$ cat src/rtl/axi4_lite_master_ctrl_if.sv
// AXI4-Lite bus bundle between the command-driven initiator and a register-map slave.
// Only the five AXI channels live here; clock and reset stay plain ports.
interface axi4_lite_master_ctrl_if #(
    parameter int ADDR_WIDTH = 13
);
    logic [ADDR_WIDTH-1:0] awaddr;
    logic [2:0]            awprot;
    logic                  awvalid;
    logic                  awready;
    logic [31:0]           wdata;
    logic [3:0]            wstrb;
    logic                  wvalid;
    logic                  wready;
    logic [1:0]            bresp;
    logic                  bvalid;
    logic                  bready;
    logic [ADDR_WIDTH-1:0] araddr;
    logic [2:0]            arprot;
    logic                  arvalid;
    logic                  arready;
    logic [31:0]           rdata;
    logic [1:0]            rresp;
    logic                  rvalid;
    logic                  rready;

    modport master (
        output awaddr, awprot, awvalid, input awready,
        output wdata, wstrb, wvalid, input wready,
        input bresp, bvalid, output bready,
        output araddr, arprot, arvalid, input arready,
        input rdata, rresp, rvalid, output rready
    );

    modport slave (
        input awaddr, awprot, awvalid, output awready,
        input wdata, wstrb, wvalid, output wready,
        output bresp, bvalid, input bready,
        input araddr, arprot, arvalid, output arready,
        output rdata, rresp, rvalid, input rready
    );
endinterface

$ cat src/rtl/axi4_lite_master_ctrl.sv
// AXI4-Lite initiator: one local command at a time becomes a single AXI read or write,
// with the response, echoed direction and AXI-side cycle count returned on the rsp port.
module axi4_lite_master_ctrl #(
    parameter int ADDR_WIDTH = 13,
    parameter int LAT_WIDTH  = 8
) (
    input  logic                  m_axi_aclk,
    input  logic                  m_axi_aresetn,
    input  logic                  cmd_valid,
    output logic                  cmd_ready,
    input  logic                  cmd_we,
    input  logic [ADDR_WIDTH-1:0] cmd_addr,
    input  logic [31:0]           cmd_wdata,
    input  logic [3:0]            cmd_wstrb,
    output logic                  rsp_valid,
    input  logic                  rsp_ready,
    output logic [31:0]           rsp_rdata,
    output logic [1:0]            rsp_resp,
    output logic                  rsp_we,
    output logic [LAT_WIDTH-1:0]  rsp_latency,
    axi4_lite_master_ctrl_if.master m_axi
);
    typedef enum logic [2:0] {IDLE, WR_REQ, WR_RESP, RD_REQ, RD_DATA, RSP} state_t;

    state_t                state, state_nxt;
    logic [ADDR_WIDTH-1:0] addr_r;
    logic [31:0]           wdata_r;
    logic [3:0]            wstrb_r;
    logic                  aw_done, w_done;
    logic                  accept, aw_hs, w_hs, b_hs, ar_hs, r_hs, rsp_hs, busy;

    function automatic logic [LAT_WIDTH-1:0] sat_inc(input logic [LAT_WIDTH-1:0] v);
        return (&v) ? v : v + 1'b1;
    endfunction

    assign accept = cmd_valid & cmd_ready;
    assign aw_hs  = m_axi.awvalid & m_axi.awready;
    assign w_hs   = m_axi.wvalid & m_axi.wready;
    assign b_hs   = m_axi.bvalid & m_axi.bready;
    assign ar_hs  = m_axi.arvalid & m_axi.arready;
    assign r_hs   = m_axi.rvalid & m_axi.rready;
    assign rsp_hs = rsp_valid & rsp_ready;
    assign busy   = (state == WR_REQ) || (state == WR_RESP) || (state == RD_REQ) || (state == RD_DATA);

    assign m_axi.awaddr = addr_r;
    assign m_axi.araddr = addr_r;
    assign m_axi.wdata  = wdata_r;
    assign m_axi.wstrb  = wstrb_r;
    assign m_axi.awprot = 3'b000;
    assign m_axi.arprot = 3'b000;

    always_ff @(posedge m_axi_aclk or negedge m_axi_aresetn) begin
        if (!m_axi_aresetn) state <= IDLE;
        else                state <= state_nxt;
    end

    always_comb begin
        state_nxt = state;
        case (state)
            IDLE:    if (accept) state_nxt = cmd_we ? WR_REQ : RD_REQ;
            // AW and W may complete in either order or together
            WR_REQ:  if ((aw_done | aw_hs) && (w_done | w_hs)) state_nxt = WR_RESP;
            WR_RESP: if (b_hs) state_nxt = RSP;
            RD_REQ:  if (ar_hs) state_nxt = RD_DATA;
            RD_DATA: if (r_hs) state_nxt = RSP;
            RSP:     if (rsp_hs) state_nxt = IDLE;
            default: state_nxt = IDLE;
        endcase
    end

    always_comb begin
        cmd_ready     = 1'b0;
        m_axi.awvalid = 1'b0;
        m_axi.wvalid  = 1'b0;
        m_axi.bready  = 1'b0;
        m_axi.arvalid = 1'b0;
        m_axi.rready  = 1'b0;
        rsp_valid     = 1'b0;
        case (state)
            IDLE:    cmd_ready = 1'b1;
            WR_REQ: begin
                m_axi.awvalid = !aw_done;
                m_axi.wvalid  = !w_done;
            end
            WR_RESP: m_axi.bready  = 1'b1;
            RD_REQ:  m_axi.arvalid = 1'b1;
            RD_DATA: m_axi.rready  = 1'b1;
            RSP:     rsp_valid     = 1'b1;
            default: ;
        endcase
    end

    // Request capture, per-channel completion flags and response capture
    always_ff @(posedge m_axi_aclk or negedge m_axi_aresetn) begin
        if (!m_axi_aresetn) begin
            addr_r      <= '0;
            wdata_r     <= '0;
            wstrb_r     <= '0;
            aw_done     <= 1'b0;
            w_done      <= 1'b0;
            rsp_rdata   <= '0;
            rsp_resp    <= '0;
            rsp_we      <= 1'b0;
            rsp_latency <= '0;
        end else begin
            if (accept) begin
                addr_r      <= cmd_addr;
                wdata_r     <= cmd_wdata;
                wstrb_r     <= cmd_wstrb;
                rsp_we      <= cmd_we;
                aw_done     <= 1'b0;
                w_done      <= 1'b0;
                rsp_latency <= '0;
            end
            if (aw_hs) aw_done <= 1'b1;
            if (w_hs)  w_done  <= 1'b1;
            if (busy)  rsp_latency <= sat_inc(rsp_latency);
            if (b_hs) begin
                rsp_rdata <= '0;
                rsp_resp  <= m_axi.bresp;
            end
            if (r_hs) begin
                rsp_rdata <= m_axi.rdata;
                rsp_resp  <= m_axi.rresp;
            end
        end
    end
endmodule

$ cat src/flat_wrapper.sv
// flat-port wrapper written by rule: the top's interface ports become plain ports
module axi4_lite_master_ctrl_flat 
#(
    parameter int ADDR_WIDTH = 13,
    parameter int LAT_WIDTH  = 8
)
  (m_axi_aclk, m_axi_aresetn, cmd_valid, cmd_ready, cmd_we, cmd_addr, cmd_wdata, cmd_wstrb, rsp_valid, rsp_ready, rsp_rdata, rsp_resp, rsp_we, rsp_latency, m_axi_awaddr, m_axi_awprot, m_axi_awvalid, m_axi_awready, m_axi_wdata, m_axi_wstrb, m_axi_wvalid, m_axi_wready, m_axi_bresp, m_axi_bvalid, m_axi_bready, m_axi_araddr, m_axi_arprot, m_axi_arvalid, m_axi_arready, m_axi_rdata, m_axi_rresp, m_axi_rvalid, m_axi_rready);
  axi4_lite_master_ctrl_if #(.ADDR_WIDTH(ADDR_WIDTH)) m_axi_i ();
  input  logic m_axi_aclk;
  input  logic m_axi_aresetn;
  input  logic cmd_valid;
  output logic cmd_ready;
  input  logic cmd_we;
  input  logic [ADDR_WIDTH-1:0] cmd_addr;
  input  logic [31:0] cmd_wdata;
  input  logic [3:0] cmd_wstrb;
  output logic rsp_valid;
  input  logic rsp_ready;
  output logic [31:0] rsp_rdata;
  output logic [1:0] rsp_resp;
  output logic rsp_we;
  output logic [LAT_WIDTH-1:0] rsp_latency;
  output wire logic [$bits(m_axi_i.awaddr)-1:0] m_axi_awaddr;
  output wire logic [$bits(m_axi_i.awprot)-1:0] m_axi_awprot;
  output wire logic [$bits(m_axi_i.awvalid)-1:0] m_axi_awvalid;
  input wire logic [$bits(m_axi_i.awready)-1:0] m_axi_awready;
  output wire logic [$bits(m_axi_i.wdata)-1:0] m_axi_wdata;
  output wire logic [$bits(m_axi_i.wstrb)-1:0] m_axi_wstrb;
  output wire logic [$bits(m_axi_i.wvalid)-1:0] m_axi_wvalid;
  input wire logic [$bits(m_axi_i.wready)-1:0] m_axi_wready;
  input wire logic [$bits(m_axi_i.bresp)-1:0] m_axi_bresp;
  input wire logic [$bits(m_axi_i.bvalid)-1:0] m_axi_bvalid;
  output wire logic [$bits(m_axi_i.bready)-1:0] m_axi_bready;
  output wire logic [$bits(m_axi_i.araddr)-1:0] m_axi_araddr;
  output wire logic [$bits(m_axi_i.arprot)-1:0] m_axi_arprot;
  output wire logic [$bits(m_axi_i.arvalid)-1:0] m_axi_arvalid;
  input wire logic [$bits(m_axi_i.arready)-1:0] m_axi_arready;
  input wire logic [$bits(m_axi_i.rdata)-1:0] m_axi_rdata;
  input wire logic [$bits(m_axi_i.rresp)-1:0] m_axi_rresp;
  input wire logic [$bits(m_axi_i.rvalid)-1:0] m_axi_rvalid;
  output wire logic [$bits(m_axi_i.rready)-1:0] m_axi_rready;
  assign m_axi_awaddr = m_axi_i.awaddr;
  assign m_axi_awprot = m_axi_i.awprot;
  assign m_axi_awvalid = m_axi_i.awvalid;
  assign m_axi_i.awready = m_axi_awready;
  assign m_axi_wdata = m_axi_i.wdata;
  assign m_axi_wstrb = m_axi_i.wstrb;
  assign m_axi_wvalid = m_axi_i.wvalid;
  assign m_axi_i.wready = m_axi_wready;
  assign m_axi_i.bresp = m_axi_bresp;
  assign m_axi_i.bvalid = m_axi_bvalid;
  assign m_axi_bready = m_axi_i.bready;
  assign m_axi_araddr = m_axi_i.araddr;
  assign m_axi_arprot = m_axi_i.arprot;
  assign m_axi_arvalid = m_axi_i.arvalid;
  assign m_axi_i.arready = m_axi_arready;
  assign m_axi_i.rdata = m_axi_rdata;
  assign m_axi_i.rresp = m_axi_rresp;
  assign m_axi_i.rvalid = m_axi_rvalid;
  assign m_axi_rready = m_axi_i.rready;
  axi4_lite_master_ctrl #(.ADDR_WIDTH(ADDR_WIDTH), .LAT_WIDTH(LAT_WIDTH)) u_core (.m_axi_aclk(m_axi_aclk), .m_axi_aresetn(m_axi_aresetn), .cmd_valid(cmd_valid), .cmd_ready(cmd_ready), .cmd_we(cmd_we), .cmd_addr(cmd_addr), .cmd_wdata(cmd_wdata), .cmd_wstrb(cmd_wstrb), .rsp_valid(rsp_valid), .rsp_ready(rsp_ready), .rsp_rdata(rsp_rdata), .rsp_resp(rsp_resp), .rsp_we(rsp_we), .rsp_latency(rsp_latency), .m_axi(m_axi_i));
endmodule
$ cat config.mk
export PLATFORM = sky130hd
export DESIGN_NAME = axi4_lite_master_ctrl_flat
export DESIGN_NICKNAME = d
export VERILOG_FILES = /design/src/rtl/axi4_lite_master_ctrl_if.sv /design/src/rtl/axi4_lite_master_ctrl.sv /design/src/flat_wrapper.sv
export SDC_FILE = /design/constraint.sdc
export NUM_CORES = 1
export LEC_CHECK = 0
export ABC_CLOCK_PERIOD_IN_PS = 2900
export BUFFER_PORTS_ARGS = -buffer_cell sky130_fd_sc_hd__buf_4
export CAP_MARGIN = 20
export CORE_ASPECT_RATIO = 0.7
export CORE_UTILIZATION = 40
export CTS_BUF_LIST = sky130_fd_sc_hd__clkbuf_4 sky130_fd_sc_hd__clkbuf_8
export CTS_CLUSTER_SIZE = 20
export DETAILED_ROUTE_END_ITERATION = 12
export GPL_ROUTABILITY_DRIVEN = 0
export PLACE_DENSITY = 0.81
export SLEW_MARGIN = 20
export SYNTH_ARGS = -nofsm -noshare
export SYNTH_HDL_FRONTEND = slang
export SYNTH_SLANG_ARGS = --single-unit
$ cat constraint.sdc
create_clock -name m_axi_aclk -period 2.9 [get_ports m_axi_aclk]
set_input_delay 0.87 -clock m_axi_aclk [delete_from_list [all_inputs] [get_ports m_axi_aclk]]
set_output_delay 0.87 -clock m_axi_aclk [all_outputs]
set_load 0.05 [all_outputs]
==> qor.txt, run 1 <==
Initial Utilization: 0.415
Simple-Gate Fraction of Synth Area: 0.207
DIE AREA: 0.0106 sq mm
clock sink count: 97
YS warnings: 0
DRT antenna net count: 0
FF+latch count, synth: 97
synthesized instance count: 406
WP data required: 2.03 ns
clk buf depth: 2
startpoint class of the critical path: flop
CP peak stage delay: 0.60 ns
final setup fails: 0
status: complete, no violations
pin count of the biggest net entering global routing: 47
Slew Limit Fails: 0
die width: 122 um
vias in the first global route: 3444
remaining global-route overflow: 0
Layout area overhead: 42.9%
Async SR Flop Fraction: 1.00
PortBufs: 206
R2R cell count: 5
Reg area: 0.00243 sq mm
Yosys cell types: 42
final setup TNS: 0 ns
Via density: 4.84
Avg WL per Cell: 14.4 um
Final period util: 0.918
CP cell instances: or3b_1, nor2_1, buf_4
Slowest-stage cell, CP: dfrtp_1
largest family of logic cells by synthesized area: simple AND/OR/NAND/NOR gates
Post-Synth XOR/XNOR Area: 0
Peak supply drop: 0.818 mV
MaxCap Viol Count: 0
Multi-input gate area: 0.00140 sq mm
post-synthesis sequential area ratio: 0.597
pwr/cell area: 1330 mW/mm^2
unrepaired setup endpoints after global routing: no
CTS tree: built
DP Area: 0.00563 sq mm
TritonRoute pass-1 iters: 4
crit-path leading delay family: flip-flops
DRC viols: 0
post-synth design cell area: 0.00406 sq mm
Most used DFF post-synth: dfrtp_1
share of layout cells above drive strength 1: 0.395
post-route minimum period: 2.66 ns
Routed WL: 10400 um
clk slew on worst S/H paths: 0.10 ns
Post-synth EDFFs: 0
WHS: 0.449 ns
Root Buffer: clkbuf_8
Synth Area in Compound Gates: 0.115
Final nets: 688
Initial DRC Count: 114
synthesized area per cell: 10.0 sq um
Leak: 0.00316 uW
Final HPWL DP: 7780 um
CP Buf/Inv Count: 1
Total GRT Usage: 0.203
Fillers: 819
Clock Skews: 0.00638 ns
Worst-Skew Late Latency: 0.36 ns
Synth Area in Adders: 0.00308
Worst Path Arrival: 1.79 ns
post-CTS setup repair buffer count: 0
Hold Violations, Final: 0
Ports: 213
fin area: 0.00581 sq mm
die height: 86.3 um
total core area: 0.00980 sq mm
Rows: 30
CTS Buf Count: 9
Worst path depth: 3
initial antenna violation count: 0
antenna cells: 0
H-tree depth: 3
post-synthesis mux area share: 0.0129
hold bufs inserted after CTS: 0
CTS resizes: 0
crit-path max FO: 15
critical path capture point type: output port
Vias: 3512
crit path kind: flop to output port
Hold Path Class: primary input to asynchronous set/reset pin
first-pass GRT wire length: 16600 um
fmax: 376 MHz
[worst register-to-register path, cell delays in order (launching register included)]
cell,delay [ns]
dfrtp_1,0.54
nor2_1,0.30
and2_2,0.49
buf_12,0.25
nand2_1,0.10
nand2_1,0.06
[registers in the layout (all words and copies together), names as in the netlist, 2 cells and up]
register	cells
u_core.m_axi.araddr	13
u_core.m_axi.wdata	32
u_core.m_axi.wstrb	4
u_core.rsp_latency	8
u_core.rsp_rdata	32
u_core.rsp_resp	2
u_core.state	3
[cells by family after synthesis]
group / Yosys count
AOI/OAI and AO/OA: 61
adders and majority gates: 1
buffers and inverters: 45
DFF: 97
muxes: 5
other: 1
and+or+nand+nor: 196
[layout make-up]
| class | instances | area share |
|---|---|---|
| multi-input combinational | 269 | 0.241 |
| clock inverter | 7 | 0.0101 |
| tap | 128 | 0.0276 |
| inverter | 3 | 0.00194 |
| sequential | 97 | 0.418 |
| timing repair buffer | 212 | 0.280 |
| clock buffer | 9 | 0.0213 |
[path summary, 6_finish.rpt]
kind                                                     from                                  to  slack [ns]
max in group asynchronous                       m_axi_aresetn   u_core.rsp_latency[2]$_DFFE_PN0P_        1.82
max reg2reg                       u_core.state[0]$_DFFE_PN0P_  u_core.m_axi.wdata[25]$_DFFE_PN0P_        1.10
min in group m_axi_aclk    u_core.m_axi.wdata[24]$_DFFE_PN0P_  u_core.m_axi.wdata[24]$_DFFE_PN0P_        0.48
max                               u_core.state[0]$_DFFE_PN0P_                       m_axi_awvalid        0.24
min                                             m_axi_aresetn  u_core.m_axi.wdata[16]$_DFFE_PN0P_        0.45
min reg2reg                u_core.m_axi.wdata[24]$_DFFE_PN0P_  u_core.m_axi.wdata[24]$_DFFE_PN0P_        0.48
[report_power, final]
group	switching [uW]	internal, uW
sequential	433	1900
clock	492	325
combinational	3190	1380
[routing by layer]
metal / part of all wire / GRT usage / vias up
met5: 0 / 0 / -
met4: 0.0083 / 0.0576 / 0
met3: 0.061 / 0.0520 / 8
met2: 0.49 / 0.337 / 121
met1: 0.44 / 0.262 / 1685
li1: - / - / 1698
[cell usage in the layout (no fill, tap or decap), drive strengths merged, types with 2 or more instances in the layout]
cell      count
a21o          2
inv           7
buf         212
nor3          2
clkbuf        9
a22o         34
a31oi         2
clkinvlp      2
and3b         3
dfrtp        97
nand2       159
o31ai         2
mux2          2
o21ai        11
nor2b         3
nand2b        3
nand3         6
nor2          5
or3           2
conb          6
o211ai        3
a21oi         4
nand3b        2
nand4         2
and2          4
mux2i         3
[metrics by stage]
step,power (uW),utilization,instances,setup WS (ns)
global route,8150,0.593,725,0.106
global placement,6850,0.574,709,0.674
finish,7710,0.593,725,0.238
detailed placement,6950,0.574,709,0.643
CTS,7790,0.593,725,0.216
floorplan,5610,-,411,0.369
[synth_stat cells (all sizes together), types with 2 or more instances]
master,n,area share
nand2,159,0.15
buf,35,0.055
dfrtp,97,0.60
nand2b,3,0.0046
nor3,2,0.0025
and2,4,0.0068
o211ai,3,0.0068
a31oi,2,0.0031
nand3,6,0.0074
o31ai,2,0.0037
inv,3,0.0028
a21oi,4,0.0049
o21ai,11,0.014
and3b,3,0.0065
a22o,34,0.073
nand3b,2,0.0037
mux2,2,0.0055
mux2i,3,0.0074
nand4,2,0.0031
a21o,2,0.0037
or3,2,0.0043
nor2b,3,0.0046
clkbuf,7,0.0065
nor2,5,0.0046
(Power assumes the default switching activity.)
==> inputs of run 2 (changes only) <==
Settings changed: PLACE_DENSITY 0.81 to 0.69.
==> qor.txt, run 2 (synthesis results as in run 1) <==
CP Buf/Inv Count: 1
Clock Skews: 0.00825 ns
Root Buffer: clkbuf_8
WP data required: 2.03 ns
Avg WL per Cell: 14.6 um
remaining global-route overflow: 0
startpoint class of the critical path: flop
die height: 86.3 um
DP Area: 0.00563 sq mm
CP peak stage delay: 0.62 ns
CP cell instances: or3b_1, nor2_1, buf_4
Routed WL: 10600 um
crit-path max FO: 15
fin area: 0.00580 sq mm
PortBufs: 206
DRC viols: 0
most common cell after layout, fill and taps aside: buf_4
initial antenna violation count: 0
clk slew on worst S/H paths: 0.10 ns
net switching power: 4100 uW
Hold Path Class: primary input to asynchronous set/reset pin
DRT antenna net count: 0
Initial DRC Count: 131
final setup fails: 0
status: complete, no violations
clk buf depth: 2
die width: 122 um
Worst-Skew Late Latency: 0.36 ns
Multi-input gate area: 0.00140 sq mm
post-route minimum period: 2.65 ns
fmax: 378 MHz
combinational share of power: 0.593
Fillers: 835
CTS tree: built
first-pass GRT wire length: 16300 um
Slowest-stage cell, CP: dfrtp_1
Initial Utilization: 0.415
Rel. slew slack: 0.650
r2r startpoint: u_core.state[0]$_DFFE_PN0P_
switch share: 0.532
crit-path leading delay family: flip-flops
Worst Path Arrival: 1.78 ns
Ports: 213
Final period util: 0.913
cell internal pwr: 3600 uW
Tot Pwr: 7700 uW
pwr/cell area: 1330 mW/mm^2
share of layout cells above drive strength 1: 0.395
Final HPWL DP: 7680 um
Leak: 0.00316 uW
post-CTS setup repair buffer count: 0
critical path capture point type: output port
clock sink count: 97
Final WS setup: 0.252 ns
Reg area: 0.00243 sq mm
Vias: 3481
antenna cells: 0
unrepaired setup endpoints after global routing: no
hold bufs inserted after CTS: 0
Critical Path Source: u_core.state[0]$_DFFE_PN0P_
Layout area overhead: 42.8%
final core occ: 0.592
CTS Buf Count: 9
MaxCap Viol Count: 0
final setup TNS: 0 ns
sequential share of power: 0.304
Clock Power Share: 0.103
DIE AREA: 0.0106 sq mm
pin count of the biggest net entering global routing: 47
CTS resizes: 0
TritonRoute pass-1 iters: 4
commonest non-fill, non-tap cells in the layout: 209 x buf_4, 158 x nand2_1, 97 x dfrtp_1
Setup WS pre-CTS: 0.651 ns
Peak supply drop: 0.685 mV
crit path kind: flop to output port
Total GRT Usage: 0.200
Final nets: 688
Rows: 30
Slew Limit Fails: 0
Via density: 4.80
total core area: 0.00980 sq mm
worst-margin pin slew: 0.525 ns
Hold Violations, Final: 0
vias in the first global route: 3276
H-tree depth: 3
[run 2: final cells by class]
| class | count | share of cell area |
|---|---|---|
| timing repair buffer | 212 | 0.281 |
| tap | 128 | 0.0276 |
| clock buffer | 10 | 0.0226 |
| inverter | 3 | 0.00194 |
| clock inverter | 6 | 0.00755 |
| multi-input combinational | 269 | 0.241 |
| sequential | 97 | 0.418 |
[run 2: through the flow]
step / std cells / hold WS [ns]
2_1_floorplan: 411 / 0.489
4_1_cts: 725 / 0.453
3_3_place_gp: 709 / 0.460
3_5_place_dp: 709 / 0.463
6_report: 725 / 0.450
5_1_grt: 725 / 0.477
[run 2: final timing paths]
path                                                          end  slack, ns  cells past startpoint
worst max-delay path                                m_axi_awvalid       0.25                      3
worst min-delay path            u_core.m_axi.wdata[6]$_DFFE_PN0P_       0.45                      1
worst max register to register  u_core.m_axi.wdata[3]$_DFFE_PN0P_       1.04                      5
worst min register to register  u_core.m_axi.wdata[1]$_DFFE_PN0P_       0.48                      2
max in group asynchronous        u_core.rsp_rdata[23]$_DFFE_PN0P_       1.82                      2
min in group m_axi_aclk         u_core.m_axi.wdata[1]$_DFFE_PN0P_       0.48                      2
[run 2: per-layer routing]
layer,up-vias,wire length (um),GRT usage
met5,-,0,0
met3,10,784,0.0605
met1,1654,4700,0.266
met2,126,4930,0.311
li1,1691,-,-
met4,0,161,0.0698
[run 2: power groups by stage]
stage	combinational [uW]	sequential (uW)	clock (uW)
floorplan	1600	4010	0
global placement	4540	2330	0
detailed placement	4600	2350	0
CTS	4600	2330	827
global route	4810	2420	882
finish	4560	2340	796
==> inputs of run 3 (changes only) <==
Settings changed: ABC_CLOCK_PERIOD_IN_PS 2900 to 3300, CORE_UTILIZATION 40 to 50, PLACE_DENSITY 0.69 to 0.84.
Clock period 2.9 ns to 3.3 ns, I/O delays scaled along.
==> qor.txt, run 3 (synthesis results as in run 1) <==
Initial DRC Count: 231
Leak: 0.00317 uW
DIE AREA: 0.00850 sq mm
Critical Path Source: u_core.state[0]$_DFFE_PN0P_
CP cell instances: or3b_1, nor2_1, buf_4
Avg WL per Cell: 15.1 um
clk slew on worst S/H paths: 0.11 ns
Final period util: 0.828
Layout area overhead: 42.2%
Peak supply drop: 1.11 mV
Ports: 213
antenna cells: 0
hold bufs inserted after CTS: 0
reg-to-reg endpoint: u_core.m_axi.wdata[15]$_DFFE_PN0P_
crit-path max FO: 15
Total GRT Usage: 0.252
final setup TNS: 0 ns
Worst-Skew Late Latency: 0.36 ns
critical path capture point type: output port
total core area: 0.00787 sq mm
Initial Utilization: 0.516
pwr/cell area: 1190 mW/mm^2
Slowest-stage cell, CP: dfrtp_1
reg2reg setup slack: 1.41 ns
R2R cell count: 5
CTS tree: built
Hold Path Class: flop to flop
Rows: 27
initial antenna violation count: 0
commonest non-fill, non-tap cells in the layout: 209 x buf_4, 158 x nand2_1, 97 x dfrtp_1
dpl cells: 681
fmax: 366 MHz
Slew Limit Fails: 0
share of layout cells above drive strength 1: 0.394
MaxCap Viol Count: 0
vias in the first global route: 3378
post-route minimum period: 2.73 ns
Vias: 3525
die width: 110 um
Final Non-Filler Cells: 697
Clock Power Share: 0.117
PortBufs: 206
sequential share of power: 0.298
most common cell after layout, fill and taps aside: buf_4
Routed WL: 10500 um
cell internal pwr: 3230 uW
net switching power: 3630 uW
CTS resizes: 0
CTS Buf Count: 9
Clock Skews: 0.0137 ns
first-pass GRT wire length: 16400 um
pin count of the biggest net entering global routing: 64
startpoint class of the critical path: flop
CP peak stage delay: 0.60 ns
post-CTS setup repair buffer count: 0
Hold Violations, Final: 0
Tot Pwr: 6870 uW
worst-margin pin slew: 0.806 ns
DRC viols: 0
Rel. slew slack: 0.463
Final nets: 687
clock sink count: 97
Final HPWL DP: 7750 um
clk buf depth: 2
switch share: 0.529
combinational share of power: 0.584
status: complete, no violations
Worst Path Arrival: 1.74 ns
Root Buffer: clkbuf_8
TritonRoute pass-1 iters: 5
crit path kind: flop to output port
WP data required: 2.31 ns
r2r startpoint: u_core.state[0]$_DFFE_PN0P_
H-tree depth: 3
die height: 77.4 um
final setup fails: 0
DP Area: 0.00557 sq mm
unrepaired setup endpoints after global routing: no
remaining global-route overflow: 0
Via density: 5.06
Worst Setup EP: m_axi_awvalid
DRT antenna net count: 0
fin area: 0.00578 sq mm
final core occ: 0.734
==> run 3: final cells by class <==
cell class | count | area [sq um]
sequential | 97 | 2430
fill | 580 | 2090
timing repair buffer | 211 | 1610
multi-input combinational | 269 | 1400
tap | 101 | 126
clock buffer | 9 | 124
clock inverter | 7 | 81.3
inverter | 3 | 11.3
==> run 3: critical path, delay by kind of cell, from the launching register on <==
kind,cells,cell delay (ns)
buf+inv,1,0.22
simple gates,2,0.57
flops,1,0.60
==> run 3: power by group through the flow <==
| stage | registers (uW) | clock network (uW) | logic [uW] |
|---|---|---|---|
| 3_3_place_gp | 2050 | 0 | 3950 |
| 3_5_place_dp | 2070 | 0 | 4030 |
| 6_report | 2050 | 804 | 4010 |
| 2_1_floorplan | 3520 | 0 | 1410 |
| 5_1_grt | 2120 | 878 | 4230 |
| 4_1_cts | 2050 | 828 | 4040 |
==> run 3: per-stage QoR <==
stage                     worst slack, ns  hold slack (ns)
after floorplan                     0.649            0.489
after global placement              0.980            0.460
after detailed placement            0.920            0.465
after CTS                           0.546            0.491
after global routing                0.466            0.513
final                               0.567            0.486
==> run 3: how the worst min path moves through the flow <==
stage,from,end,slack [ns],cells after the start
global route,u_core.m_axi.wdata[1]$_DFFE_PN0P_,u_core.m_axi.wdata[1]$_DFFE_PN0P_,0.51,2
detailed placement,u_core.m_axi.wdata[10]$_DFFE_PN0P_,u_core.m_axi.wdata[10]$_DFFE_PN0P_,0.46,2
global placement,u_core.m_axi.wdata[13]$_DFFE_PN0P_,u_core.m_axi.wdata[13]$_DFFE_PN0P_,0.46,2
CTS,u_core.m_axi.wdata[13]$_DFFE_PN0P_,u_core.m_axi.wdata[13]$_DFFE_PN0P_,0.49,2
floorplan,u_core.aw_done$_DFFE_PN0P_,u_core.aw_done$_DFFE_PN0P_,0.49,1
finish,u_core.m_axi.wdata[10]$_DFFE_PN0P_,u_core.m_axi.wdata[10]$_DFFE_PN0P_,0.49,2
==> run 3: metal layers <==
layer,part of all wire,GRT usage
met2,0.49,0.416
met3,0.070,0.0622
met4,0.022,0.0973
met1,0.41,0.320
met5,0,0
